==> src/rtl/solver_job_sequencer.sv <==
// Command FIFO plus a one-job-at-a-time sequencer that launches jobs on a solver core and holds each result until it is consumed.
// The optional WAIT-state watchdog is enabled by defining SOLVER_JOB_TIMEOUT_EN.
module solver_job_sequencer #(
    parameter int RAW_W   = 60,
    parameter int ENC_W   = 78,
    parameter int DEPTH   = 4,
    parameter int TIMEOUT = 32
) (
    input  logic             clk,
    input  logic             rst,
    input  logic             cmd_valid,
    output logic             cmd_ready,
    input  logic [1:0]       cmd_mode,
    input  logic [ENC_W-1:0] cmd_data,
    output logic             core_start,
    output logic [1:0]       core_mode,
    output logic [ENC_W-1:0] core_data,
    input  logic             core_done,
    input  logic [ENC_W-1:0] core_result,
    output logic             res_valid,
    input  logic             res_ready,
    output logic [ENC_W-1:0] res_data,
    output logic [1:0]       res_mode,
    output logic             res_err,
    output logic             busy
);
    localparam int AW = $clog2(DEPTH);
    localparam logic [1:0] IDLE  = 2'd0;
    localparam logic [1:0] ISSUE = 2'd1;
    localparam logic [1:0] WAIT  = 2'd2;
    localparam logic [1:0] HOLD  = 2'd3;
    localparam logic [1:0] MODE_ENC = 2'd0;
    localparam logic [1:0] MODE_BAD = 2'd3;
    localparam logic [ENC_W-1:0] RAW_MASK = ~({ENC_W{1'b1}} << RAW_W);
    localparam logic [AW:0] FULL_CNT = (AW + 1)'(DEPTH);

    if (ENC_W < RAW_W) begin : g_chk_width
        $error("ENC_W must be >= RAW_W");
    end
    if (DEPTH < 2 || (DEPTH & (DEPTH - 1)) != 0) begin : g_chk_depth
        $error("DEPTH must be a power of two >= 2");
    end
    if (TIMEOUT < 1) begin : g_chk_timeout
        $error("TIMEOUT must be >= 1");
    end

    logic [ENC_W-1:0] fifo_data [DEPTH];
    logic [1:0]       fifo_mode [DEPTH];
    logic [AW-1:0]    wr_ptr, rd_ptr;
    logic [AW:0]      count;
    logic [1:0]       state;
    logic [1:0]       job_mode;
    logic [ENC_W-1:0] job_data;
    logic             full, push, pop;

    assign full      = (count == FULL_CNT);
    assign cmd_ready = ~full;
    assign pop       = (state == IDLE) && (count != '0);
    // A full FIFO that is being popped this cycle still takes the incoming word.
    assign push      = cmd_valid && (~full || pop);

    assign core_start = (state == ISSUE) && (job_mode != MODE_BAD);
    assign core_mode  = job_mode;
    assign core_data  = job_data;
    assign res_valid  = (state == HOLD);
    assign busy       = (count != '0) || (state != IDLE);

    always_ff @(posedge clk or posedge rst) begin
        if (rst) begin
            wr_ptr <= '0;
            rd_ptr <= '0;
            count  <= '0;
            for (int i = 0; i < DEPTH; i++) begin
                fifo_data[i] <= '0;
                fifo_mode[i] <= '0;
            end
        end else begin
            if (push) begin
                fifo_data[wr_ptr] <= cmd_data;
                fifo_mode[wr_ptr] <= cmd_mode;
                wr_ptr            <= wr_ptr + 1'b1;
            end
            if (pop)
                rd_ptr <= rd_ptr + 1'b1;
            case ({push, pop})
                2'b10:   count <= count + 1'b1;
                2'b01:   count <= count - 1'b1;
                default: count <= count;
            endcase
        end
    end

`ifdef SOLVER_JOB_TIMEOUT_EN
    localparam int TW = $clog2(TIMEOUT + 1);
    logic [TW-1:0] timer;
`endif

    always_ff @(posedge clk or posedge rst) begin
        if (rst) begin
            state    <= IDLE;
            job_mode <= '0;
            job_data <= '0;
            res_data <= '0;
            res_mode <= '0;
            res_err  <= 1'b0;
`ifdef SOLVER_JOB_TIMEOUT_EN
            timer    <= '0;
`endif
        end else begin
            case (state)
                IDLE: begin
                    if (pop) begin
                        job_mode <= fifo_mode[rd_ptr];
                        job_data <= fifo_data[rd_ptr];
                        state    <= ISSUE;
                    end
                end
                ISSUE: begin
`ifdef SOLVER_JOB_TIMEOUT_EN
                    timer <= '0;
`endif
                    if (job_mode == MODE_BAD) begin
                        res_data <= '0;
                        res_mode <= job_mode;
                        res_err  <= 1'b1;
                        state    <= HOLD;
                    end else begin
                        state <= WAIT;
                    end
                end
                WAIT: begin
                    if (core_done) begin
                        // Decrypt and regen produce plaintext, so only the low RAW_W bits are meaningful.
                        res_data <= (job_mode == MODE_ENC) ? core_result : (core_result & RAW_MASK);
                        res_mode <= job_mode;
                        res_err  <= 1'b0;
                        state    <= HOLD;
                    end
`ifdef SOLVER_JOB_TIMEOUT_EN
                    else if (timer == TW'(TIMEOUT - 1)) begin
                        res_data <= '0;
                        res_mode <= job_mode;
                        res_err  <= 1'b1;
                        state    <= HOLD;
                    end else begin
                        timer <= timer + 1'b1;
                    end
`endif
                end
                default: begin
                    if (res_ready)
                        state <= IDLE;
                end
            endcase
        end
    end
endmodule

==> config.mk <==
export PLATFORM = sky130hd
export DESIGN_NAME = solver_job_sequencer
export DESIGN_NICKNAME = d
export VERILOG_FILES = /design/src/rtl/solver_job_sequencer.sv
export SDC_FILE = /design/constraint.sdc
export NUM_CORES = 1
export LEC_CHECK = 0
export ABC_AREA = 1
export CORE_MARGIN = 2
export CORE_UTILIZATION = 28
export DETAILED_ROUTE_END_ITERATION = 7
export MAX_ROUTING_LAYER = met4
export PLACE_DENSITY = 0.47
export RECOVER_POWER = 25
export SYNTH_ARGS = -nofsm -noshare
export SYNTH_HDL_FRONTEND = slang
export SYNTH_SLANG_ARGS = --single-unit
==> constraint.sdc <==
create_clock -name clk -period 24 [get_ports clk]
set_input_delay 6 -clock clk [delete_from_list [all_inputs] [get_ports clk]]
set_output_delay 6 -clock clk [all_outputs]
set_load 0.01 [all_outputs]
==> impl_metrics.ini <==
[run_status]
status = finished, violations left
violations = max-capacitance violations, max-slew violations

[global_routing]
overflow = 0
grt_max_degree = 155
grt_pass1_wl_mm = 126
antenna_found_initial = 8
first_global_vias = 20600
grt_usage_pct = 19.1

[critical_path]
cpPeakStageDelay_ns = 3.05
worst-endpoint-arrival_ns = 13.18
crit_required_ns = 24.49
slowest_stage = clkbuf_1
crit_fanout = 89
cp_top_family = buffers and inverters
start_kind = primary input
crit_type = primary input to flip-flop
cpMostUsedCell = nand2_1
crit_buf_inv = 2
crit_path_cell_trace = clkbuf_1 -> nand3_1 -> buf_4 -> nand2_1 -> nand2_1
setup.worst_path.end_class = flip-flop

[logic_synthesis]
synth_top_area_share_pct = 51.7
synth_cell_types = 24
syn_area_um2 = 23700
synth_edf_count = 0
synth.largest_area_cell = dfrtp_1
yosysWarnings = 0
async_reset_ff_share_pct = 100
synthFlopType = dfrtp_1
synth-seq-cells = 490
synth_common_cells = nand2_1, dfrtp_1, nand4_1
avgSynthCellArea_um2 = 7.54
synth-seq-area-share_pct = 51.7
yosys-top-cells-area = dfrtp_1, nand2_1, nand4_1
synth_most_common_cell = nand2_1
synth_cells = 3150
synth_fp_nets = 3324

[clock_network]
cts_max_level = 2
path_clk_slew_ns = 0.06
cts_root_buffer = clkbuf_16
worstSkewPairLatency_ns = 0.63
ctsResizeCount = 0
cts_setup_buffers = 0
cts_max_path_buffers = 3
numCtsBuffers = 60
cts_tree = yes
holdBufCountCts = 0
cts_sinks = 490

[route]
drt-pass1-iter-count = 5
drc = 0
dr.first_iter.drc_count = 1305
routed_wl_mm = 82.1
via_count = 21000
antenna_left = 0
vias_per_cell = 4.65
routedWlPerCell_um = 18.2

[floorplanning]
initial_utilization_pct = 28.3
placementRows = 106
dieArea_um2 = 87100
die_w_um = 295
io_pins = 328
core_um2 = 83800
die_y_um = 295

[power]
powerDensity_nw_per_um2 = 135
total_power_mw = 3.99
ir_drop_v = 0.0000964
p_leak_nw = 15.4

[sta]
fmax_mhz = 78.8
finalCritPeriodShare_pct = 52.9
grt_setup_unrepaired = false
finalCriticalPeriod_ns = 12.70
finalSetupTns_ns = 0
clock_skew_ns = 0.0326
worst_pin_slew_ns = 4.86
setup_viol = 0
holdWs_ns = 0.467
slew_violations = 555
hold_viol_final = 0
max-slew-margin-rel_pct = -226

[placed_design]
place_congestion = 0.734
io_buffer_count = 327
hpwlAfterDp_mm = 44.8

[job]
drv_cap = 10

[worst_hold_path]
hold_path.class = flip-flop to flip-flop

[final_layout]
area_delta_synth_final_pct = 24.6
nNetsFinal = 3502
layout-drive-gt1-share_pct = 3.83
flip-flops by register name, indices dropped and copies added (netlist names):
name       count
core_mode      2
state          2
res_data      78
res_mode       2
core_data     78
rd_ptr         2
fifo_data    312
count          3
fifo_mode      8
res_err        1
wr_ptr         2
power by group:
| part | internal, mW | total (mW) | switching, mW |
|---|---|---|---|
| Sequential | 1.17 | 1.38 | 0.206 |
| Clock | 0.523 | 0.889 | 0.366 |
| Combinational | 0.588 | 1.73 | 1.14 |
| Total | 2.28 | 3.99 | 1.71 |
final timing paths:
kind                                     start  cells after the start             end  slack [ns]
min in group asynchronous                  rst                      2    res_data[66]        7.34
worst max register to register        state[0]                      9        count[1]       17.20
worst min-delay path            fifo_data[271]                      2  fifo_data[271]        0.47
worst max-delay path                 cmd_valid                      5  fifo_data[255]       11.30
worst min register to register  fifo_data[271]                      2  fifo_data[271]        0.47
max in group asynchronous                  rst                      4   core_data[18]       13.40
worst reg2reg max path, stage by stage, from the launching register on:
cell	delay, ns
dfrtp_1	0.42
inv_1	0.09
ha_1	0.25
nand2_1	0.90
clkinvlp_2	2.48
clkbuf_1	1.31
ha_1	0.61
inv_1	0.09
fa_1	0.40
o21ai_0	0.16
logic make-up (layout without fill, tap and decap cells):
kind of cell,count (synthesis),in the layout,synth area share (%)
simple gates,2205,2205,39.9
flops,490,490,51.7
xor+xnor,2,2,0.0738
compound gates,5,5,0.163
fa+ha+maj,11,11,0.611
other cells,0,7,0
buf+inv,437,658,7.62
through the flow:
stage / util [%] / instances / setup slack (ns) / area, um^2
6_report: 35.3 / 4512 / 11.30 / 29600
5_1_grt: 35.3 / 4512 / 10.93 / 29600
4_1_cts: 35.4 / 4505 / 15.70 / 29600
3_5_place_dp: 33.1 / 4400 / 15.04 / 27700
3_3_place_gp: 33.1 / 4400 / 15.02 / 27700
2_1_floorplan: - / 3150 / 4.32 / 23700
cells in the final DEF, fill, tap and decap left out, drive strengths merged, types with 2 or more instances in the layout:
master         count
clkinvlp           3
nand2           1685
nor2              27
nand4            321
clkinv             8
buf               28
nand3            111
nand3b            61
clkdlybuf4s50    324
diode              7
inv              192
dlygate4sd3        2
clkbuf           100
o21ai              3
ha                10
dfrtp            490
metal layers:
layer	routed length, um	vias up	global-route usage (%)
li1	-	10300	-
met1	37300	10000	24.9
met2	38500	496	31.1
met3	5110	90	3.77
met4	1120	0	3.37
met5	0	-	-
cell type report:
cell class | instances | area [um^2]
fillers | 9005 | 54300
flip-flops and latches | 490 | 12300
multi-input cells | 2223 | 9720
repair buffers | 358 | 3500
clock buffers | 96 | 1820
well taps | 1134 | 1420
inverters | 195 | 741
clock inverters | 9 | 83.8
diodes | 7 | 17.5
(Power assumes the default switching activity.)
